==> src/rtl/status_cond_unit.sv <==
// Architectural flags register, shadow copy and ARM condition evaluation for decode.
// Define FLAG_BYPASS_EN to forward status_in on a flag hazard instead of stalling decode.
module status_cond_unit #(
   parameter logic [3:0] RESET_FLAGS = 4'b0000
) (
   input  logic       clk,
   input  logic       rst_n,
   input  logic       flush,
   input  logic       exe_valid,
   input  logic       exe_s,
   input  logic [3:0] status_in,
   input  logic       id_valid,
   input  logic [3:0] id_cond,
   input  logic       save_req,
   input  logic       restore_req,
   output logic       cond_pass,
   output logic       cond_ready,
   output logic [3:0] flags,
   output logic       carry_out
);

   logic [3:0] flags_q;
   logic [3:0] shadow_q;
   logic [3:0] eval_flags;
   logic       flag_wr;
   logic       hazard;
   logic       z, c, n, v;

   assign flag_wr = exe_valid & exe_s & ~flush;
   assign hazard  = id_valid & flag_wr & (id_cond != 4'b1110) & (id_cond != 4'b1111);

   // Execute write beats restore; save always samples the pre-edge flags.
   always_ff @(posedge clk or negedge rst_n) begin
      if (!rst_n) begin
         flags_q  <= RESET_FLAGS;
         shadow_q <= RESET_FLAGS;
      end else begin
         if (flag_wr) begin
            flags_q <= status_in;
         end else if (restore_req) begin
            flags_q <= shadow_q;
         end
         if (save_req) begin
            shadow_q <= flags_q;
         end
      end
   end

`ifdef FLAG_BYPASS_EN
   assign eval_flags = hazard ? status_in : flags_q;
   assign cond_ready = 1'b1;
`else
   typedef enum logic {
      ST_READY,
      ST_WAIT
   } state_t;

   state_t state_q;
   state_t state_d;

   always_ff @(posedge clk or negedge rst_n) begin
      if (!rst_n) begin
         state_q <= ST_READY;
      end else begin
         state_q <= state_d;
      end
   end

   // One stall cycle lets the in-flight flag write land before decode evaluates.
   always_comb begin
      state_d    = ST_READY;
      cond_ready = 1'b1;
      case (state_q)
         ST_READY: begin
            if (hazard) begin
               state_d    = ST_WAIT;
               cond_ready = 1'b0;
            end
         end
         ST_WAIT: begin
            state_d    = ST_READY;
            cond_ready = 1'b1;
         end
         default: begin
            state_d    = ST_READY;
            cond_ready = 1'b1;
         end
      endcase
   end

   assign eval_flags = flags_q;
`endif

   assign z = eval_flags[3];
   assign c = eval_flags[2];
   assign n = eval_flags[1];
   assign v = eval_flags[0];

   always_comb begin
      cond_pass = 1'b0;
      case (id_cond)
         4'b0000: cond_pass = z;
         4'b0001: cond_pass = ~z;
         4'b0010: cond_pass = c;
         4'b0011: cond_pass = ~c;
         4'b0100: cond_pass = n;
         4'b0101: cond_pass = ~n;
         4'b0110: cond_pass = v;
         4'b0111: cond_pass = ~v;
         4'b1000: cond_pass = c & ~z;
         4'b1001: cond_pass = ~c | z;
         4'b1010: cond_pass = (n == v);
         4'b1011: cond_pass = (n != v);
         4'b1100: cond_pass = ~z & (n == v);
         4'b1101: cond_pass = z | (n != v);
         4'b1110: cond_pass = 1'b1;
         default: cond_pass = 1'b0;
      endcase
   end

   assign flags     = flags_q;
   assign carry_out = flags_q[2];

endmodule

==> config.mk <==
export PLATFORM = sky130hd
export DESIGN_NAME = status_cond_unit
export DESIGN_NICKNAME = d
export VERILOG_FILES = /design/src/rtl/status_cond_unit.sv
export SDC_FILE = /design/constraint.sdc
export NUM_CORES = 1
export LEC_CHECK = 0
export ABC_AREA = 1
export CAP_MARGIN = 20
export CORE_MARGIN = 4
export CORE_UTILIZATION = 43
export CTS_BUF_LIST = sky130_fd_sc_hd__clkbuf_4 sky130_fd_sc_hd__clkbuf_8 sky130_fd_sc_hd__clkbuf_16
export DETAILED_ROUTE_END_ITERATION = 8
export PLACE_DENSITY = 0.82
export SLEW_MARGIN = 20
export SYNTH_ARGS = -nofsm -noshare
export SYNTH_HDL_FRONTEND = slang
export SYNTH_SLANG_ARGS = --single-unit
==> constraint.sdc <==
create_clock -name clk -period 1.34 [get_ports clk]
set_clock_uncertainty 0.1 [all_clocks]
set_input_delay 0.134 -clock clk [delete_from_list [all_inputs] [get_ports clk]]
set_output_delay 0.134 -clock clk [all_outputs]
set_load 0.005 [all_outputs]
==> run_results.csv, run 1 <==
group,metric,value,unit
clocking,clockRootBuffer,"clkbuf_4",
sta,hold_viol_final,0,
synthesis,synth.yosys.warnings,0,
run_status,failed_checks,"setup timing",
detailed_routing,route.detailed.drc,0,
global_route,grt_pass1_wl,2980,µm
power,power_density,896,nW/µm²
job,drv_cap,0,
clocking,htreeDepth,1,
sta,tns,-304,ps
critical_path,critical_path_class,"reg2out",
critical_path,cp_data_arrival_time,1330,ps
synthesis,syn_inst,96,
synthesis,synth_top_family_by_area,"simple AND/OR/NAND/NOR gates",
clocking,cts_hold_buf,0,
die,start_util,48.3,%
global_route,grtUsageTotal,19.1,%
synthesis,synth-async-reset-ratio,100,%
critical_path,crit_required,1110,ps
synthesis,synth_area_per_cell,6.87,µm²
synthesis,yosys.area_share.simple,43.6,%
power,irDropWorstVdd,0.711,mV
sta,whs,85.5,ps
sta,fin_crit,1570,ps
clocking,cts_tree,"built",
finish,n_fill_cell,110,
critical_path,reg2regPathDepth,4,
die,coreArea,1370,µm²
placement,dp_hpwl,1320,µm
clocking,insertion_delay,250,ps
global_route,grt_overflow,0,
die,dieHeight,47.2,µm
detailed_routing,ant_nets,0,
synthesis,synth_common_cells,"nand2_1, nand3_1, nor2_1",
synthesis,synth_xor_xnor_area_share,0,%
detailed_routing,drtIter0Drc,11,
global_route,grt_max_degree,10,
critical_path,rrSetupSlack,290,ps
finish,nets,154,
detailed_routing,vias,754,
sta,fmax,639,MHz
synthesis,seq_area_frac_synth,34.2,%
synthesis,synthDominantCellAreaShare,34.2,%
critical_path,max_stage_delay,400,ps
critical_path,critical_path.most_common_cell,"nand2_1",
finish,syn_to_final_growth,60.0,%
synthesis,synth_edf_count,0,
placement,io_buffers,22,
critical_path,reg2reg_from,"state_q",
critical_path,setup.worst_path.start,"flags[1]",
clocking,cts_buffers,3,
synthesis,netlist_area,659,µm²
critical_path,startpoint_type,"flop",
detailed_routing,via_per_inst,4.96,
critical_path,crit_slowest_cell,"dfrtp_1",
synthesis,post-synth-top-count-cell,"nand2_1",
run_status,status,"finished with violations",
sta,finalCritPeriodShare,117,%
detailed_routing,wl,1800,µm
die,rows,13,
die,die-area,2220,µm²
placement,place_congestion,0.907,
critical_path,crit_chain,"buf_4, nand3_1, nand2_1, nand2_1, nand3_1, nor2_1, nand2_1, buf_2",
critical_path,cp_max_fo,3,
synthesis,synth_compound_area_share,9.68,%
critical_path,path_buf_inv,2,
sta,fin_ws,-225,ps
power,power,0.945,mW
critical_path,crit_family,"simple AND/OR/NAND/NOR gates",
critical_path,crit_path_end_kind,"primary output",
synthesis,synth_adder_area_share,0,%
global_route,antenna_found_initial,0,
clocking,cts_sinks,9,
power,p_leak,0.558,nW
clocking,clock_path_buffers,2,
synthesis,synth_area_leader_cell,"dfrtp_1",
die,pin_count,23,
sta,rsz0062_at_grt,"yes",
min_path,min_path_type,"in2async",
global_route,grt_pass1_vias,753,
detailed_routing,drt_pass1_iterations,4,
detailed_routing,wire_per_inst,11.8,µm
finish,drive_above_1_share,33.6,%
finish,num_antenna_cells,0,
clocking,cts.reportedPaths.clkPinSlew,60,ps
synthesis,syn-num-nets,112,
sta,slew-limit-headroom,71.4,%
synthesis,synth_seq_cells,9,
synthesis,synth_cell_types,17,
sta,setup_viol,2,
sta,worst_pin_slew,428,ps
critical_path,rr_endpoint,"state_q",
synthesis,synth_flop_cell,"dfrtp_1",
die,die_w,47.2,µm
synthesis,synthMuxAreaShare,0,%
synthesis,synthTopCellsByArea,"dfrtp_1, nand2_1, nand3_1",
sta,timing.final.max_slew_violations,0,
==> where the power goes <==
group          switching (mW)  leakage, nW  internal [mW]  total [mW]
logic                   0.174        0.432          0.208       0.382
clock network          0.0856       0.0184          0.134       0.220
registers              0.0310        0.108          0.312       0.343
==> routing by layer <==
metal	track usage, %	vias to the layer above	wire, µm
met5	0	-	0
met4	8.84	0	68
met3	2.68	10	101
met2	37.4	27	909
met1	19.4	328	722
li1	-	389	-
==> placed cells by master, fill, tap and decap left out, types with 5 or more instances in the layout <==
cell             count
buf_4               18
clkdlybuf4s50_1      8
dfrtp_1              9
dlygate4sd2_1       10
inv_1                8
inv_2                5
nand2_1             18
nand2_2              7
nand3_1             15
nor2_1              12
==> cell type report <==
| type | instances | area, µm² | share of cell area (%) |
|---|---|---|---|
| clock buffers | 4 | 30.0 | 2.85 |
| well taps | 15 | 18.8 | 1.78 |
| multi-input cells | 70 | 383 | 36.3 |
| inverters | 13 | 48.8 | 4.63 |
| flip-flops and latches | 9 | 225 | 21.4 |
| repair buffers | 41 | 349 | 33.1 |
==> per-stage QoR <==
step	util, %	setup slack [ps]	instance area [µm²]	instances
after detailed placement	70.4	-664	962	142
final	77.2	-225	1050	152
after global placement	70.4	-681	962	142
after CTS	76.1	-234	1040	152
after floorplan	-	178	659	96
after global routing	77.2	-322	1050	152
==> worst max-delay path by stage <==
stage,endpoint,slack (ps),depth (start not counted)
after floorplan,cond_pass,180,8
after global placement,cond_ready,-680,7
after detailed placement,cond_ready,-660,7
after CTS,cond_pass,-230,8
after global routing,cond_pass,-320,9
final,cond_pass,-230,8
==> cell families (layout without fill, tap and decap cells) <==
group	Yosys count	after routing
buffers and inverters	17	58
DFF	9	9
and+or+nand+nor	60	60
AOI/OAI and AO/OA	10	10
==> flip-flops by register name, summed over array words and instances, names as in the netlist <==
name      count
flags         4
shadow_q      4
state_q       1
==> timing repair <==
action | in CTS | in global routing
hold endpoints to repair | 0 | 0
gates resized for setup | 30 | 5
endpoints found under the setup margin | 7 | 3
buffers inserted | 6 | 0
pin swaps | 7 | 3
Power figures use the tool's default switching activity.
==> inputs of run 2 (changes only) <==
- CORE_UTILIZATION: 43 -> 35
- PLACE_DENSITY: 0.82 -> 0.7
==> run 2 against run 1 <==
  * The flow still finishes with violations (setup timing)
  * Global-route usage decreased by 5.2 points
  * Hold slack got worse by 22 ps
  * Total power about the same
  * Maximum frequency decreased by 0.44%
  * Flip-flop and latch count unchanged
  * Wire length decreased by 6.0%
  * Critical endpoint unchanged
  * Largest cell class unchanged
==> run_results.csv, run 2 (synthesized netlist as in run 1, its figures left out) <==
group,metric,value,unit
sta,rsz0062_at_grt,"yes",
placement,placedCellCount,151,
critical_path,crit_required,1110,ps
placement,io_buffers,22,
sta,timing.final.max_slew_violations,0,
detailed_routing,vias,725,
critical_path,cp_data_arrival_time,1340,ps
die,dieHeight,51.4,µm
die,coreArea,1760,µm²
critical_path,critical_path_class,"reg2out",
detailed_routing,route.detailed.drc,0,
power,swShare,31.1,%
placement,dp_hpwl,1300,µm
sta,tns,-243,ps
placement,place_congestion,0.878,
finish,drive_above_1_share,31.6,%
sta,worst_pin_slew,395,ps
critical_path,rrSetupSlack,160,ps
critical_path,crit_path_end_kind,"primary output",
die,die-area,2640,µm²
clocking,cts.reportedPaths.clkPinSlew,60,ps
clocking,cts_hold_buf,0,
global_route,grt_pass1_wl,2770,µm
detailed_routing,wire_per_inst,10.7,µm
finish,final_common_cell,"nand2_1",
sta,fin_ws,-232,ps
finish,layout_common_cells,"nand2_1, nand3_1, buf_4",
clocking,clockRootBuffer,"clkbuf_4",
run_status,status,"finished with violations",
sta,fin_crit,1570,ps
power,pwr-share-seq,36.3,%
detailed_routing,drtIter0Drc,12,
global_route,grt_max_degree,10,
power,power_density,913,nW/µm²
critical_path,cp_max_fo,3,
finish,num_antenna_cells,0,
global_route,antenna_found_initial,0,
sta,fmax,636,MHz
clocking,cts_sinks,9,
min_path,min_path_type,"in2async",
power,irDropWorstVdd,0.606,mV
power,p_comb_share,39.7,%
run_status,failed_checks,"setup timing",
detailed_routing,drt_pass1_iterations,4,
clocking,htreeDepth,1,
power,p_sw,0.293,mW
sta,finalCritPeriodShare,117,%
die,die_w,51.4,µm
finish,final_util,58.7,%
clocking,cts_tree,"built",
sta,slew-limit-headroom,73.6,%
die,start_util,37.4,%
detailed_routing,via_per_inst,4.59,
detailed_routing,ant_nets,0,
power,power_frac_clock,24.0,%
die,pin_count,23,
finish,nets,150,
clocking,cts_buffers,3,
die,rows,15,
global_route,grt_overflow,0,
finish,syn_to_final_growth,56.9,%
global_route,grt_pass1_vias,712,
job,drv_cap,0,
clocking,clock_path_buffers,2,
power,cell_internal_pwr,0.651,mW
power,p_leak,0.520,nW
critical_path,startpoint_type,"flop",
sta,hold_viol_final,0,
clocking,insertion_delay,260,ps
sta,setup_viol,2,
finish,instances_no_fill,158,
global_route,grtUsageTotal,13.9,%
detailed_routing,wl,1690,µm
[run 2: cell count changes in the layout (fill, tap and decap cells not counted)]
cell and change:
buf_6 +1, buf_4 -5, a21oi_1 +1, a21oi_2 -1, nand2_1 -1, clkdlybuf4s15_1 +2, nand2_2 +1, dlymetal6s2s_1 -2
[run 2: path summary, 6_finish.rpt]
check	end	cells after the start	from
max in group asynchronous	state_q	1	rst_n
worst max register to register	flags[1]	5	flags[1]
min in group clk	state_q	4	flush
worst max-delay path	cond_pass	9	flags[1]
worst min register to register	state_q	3	state_q
worst min-delay path	shadow_q[2]	1	rst_n
[run 2: layer usage]
layer | track usage, % | share of wire [%] | vias up
met5 | 0 | 0 | -
met4 | 11.8 | 2.3 | 0
li1 | - | - | 381
met2 | 24.2 | 54 | 20
met3 | 2.04 | 5.0 | 4
met1 | 14.4 | 39 | 320
[run 2: repair_timing]
action | in CTS | in global routing
setup endpoints to repair | 7 | 5
gates resized for setup | 33 | 5
gates cloned | 0 | 0
buffers inserted | 2 | 1
pin swaps | 6 | 4
[run 2: layout make-up]
cell class                 count  area (µm²)
tap                           25        31.3
inverter                      13        48.8
clock buffer                   4        30.0
sequential                     9         225
fill                         183         729
multi-input combinational     70         382
timing repair buffer          37         318
[run 2: through the flow]
stage / power (mW) / area (µm²) / hold WS, ps / setup slack, ps
3_3_place_gp: 0.695 / 967 / 349 / -666
6_report: 0.945 / 1030 / 63.8 / -232
4_1_cts: 0.942 / 1020 / 69.9 / -224
2_1_floorplan: 0.494 / 659 / -262 / 178
3_5_place_dp: 0.701 / 967 / 355 / -652
5_1_grt: 1.03 / 1030 / 66.9 / -404
[run 2: power groups by stage]
stage               registers, mW  logic (mW)  clock network (mW)
detailed placement          0.342       0.359                   0
floorplan                   0.344       0.150                   0
global route                0.351       0.415               0.261
CTS                         0.342       0.361               0.239
global placement            0.341       0.354                   0
finish                      0.343       0.375               0.226
[run 2: critical path, cell delays in order (launching register included)]
cell,delay (ps)
dfrtp_1,410
inv_2,90
nand2_2,70
nand2_2,70
nand2_2,60
nand3_2,60
nand2_1,50
nor2_1,100
nand2_1,50
buf_2,120
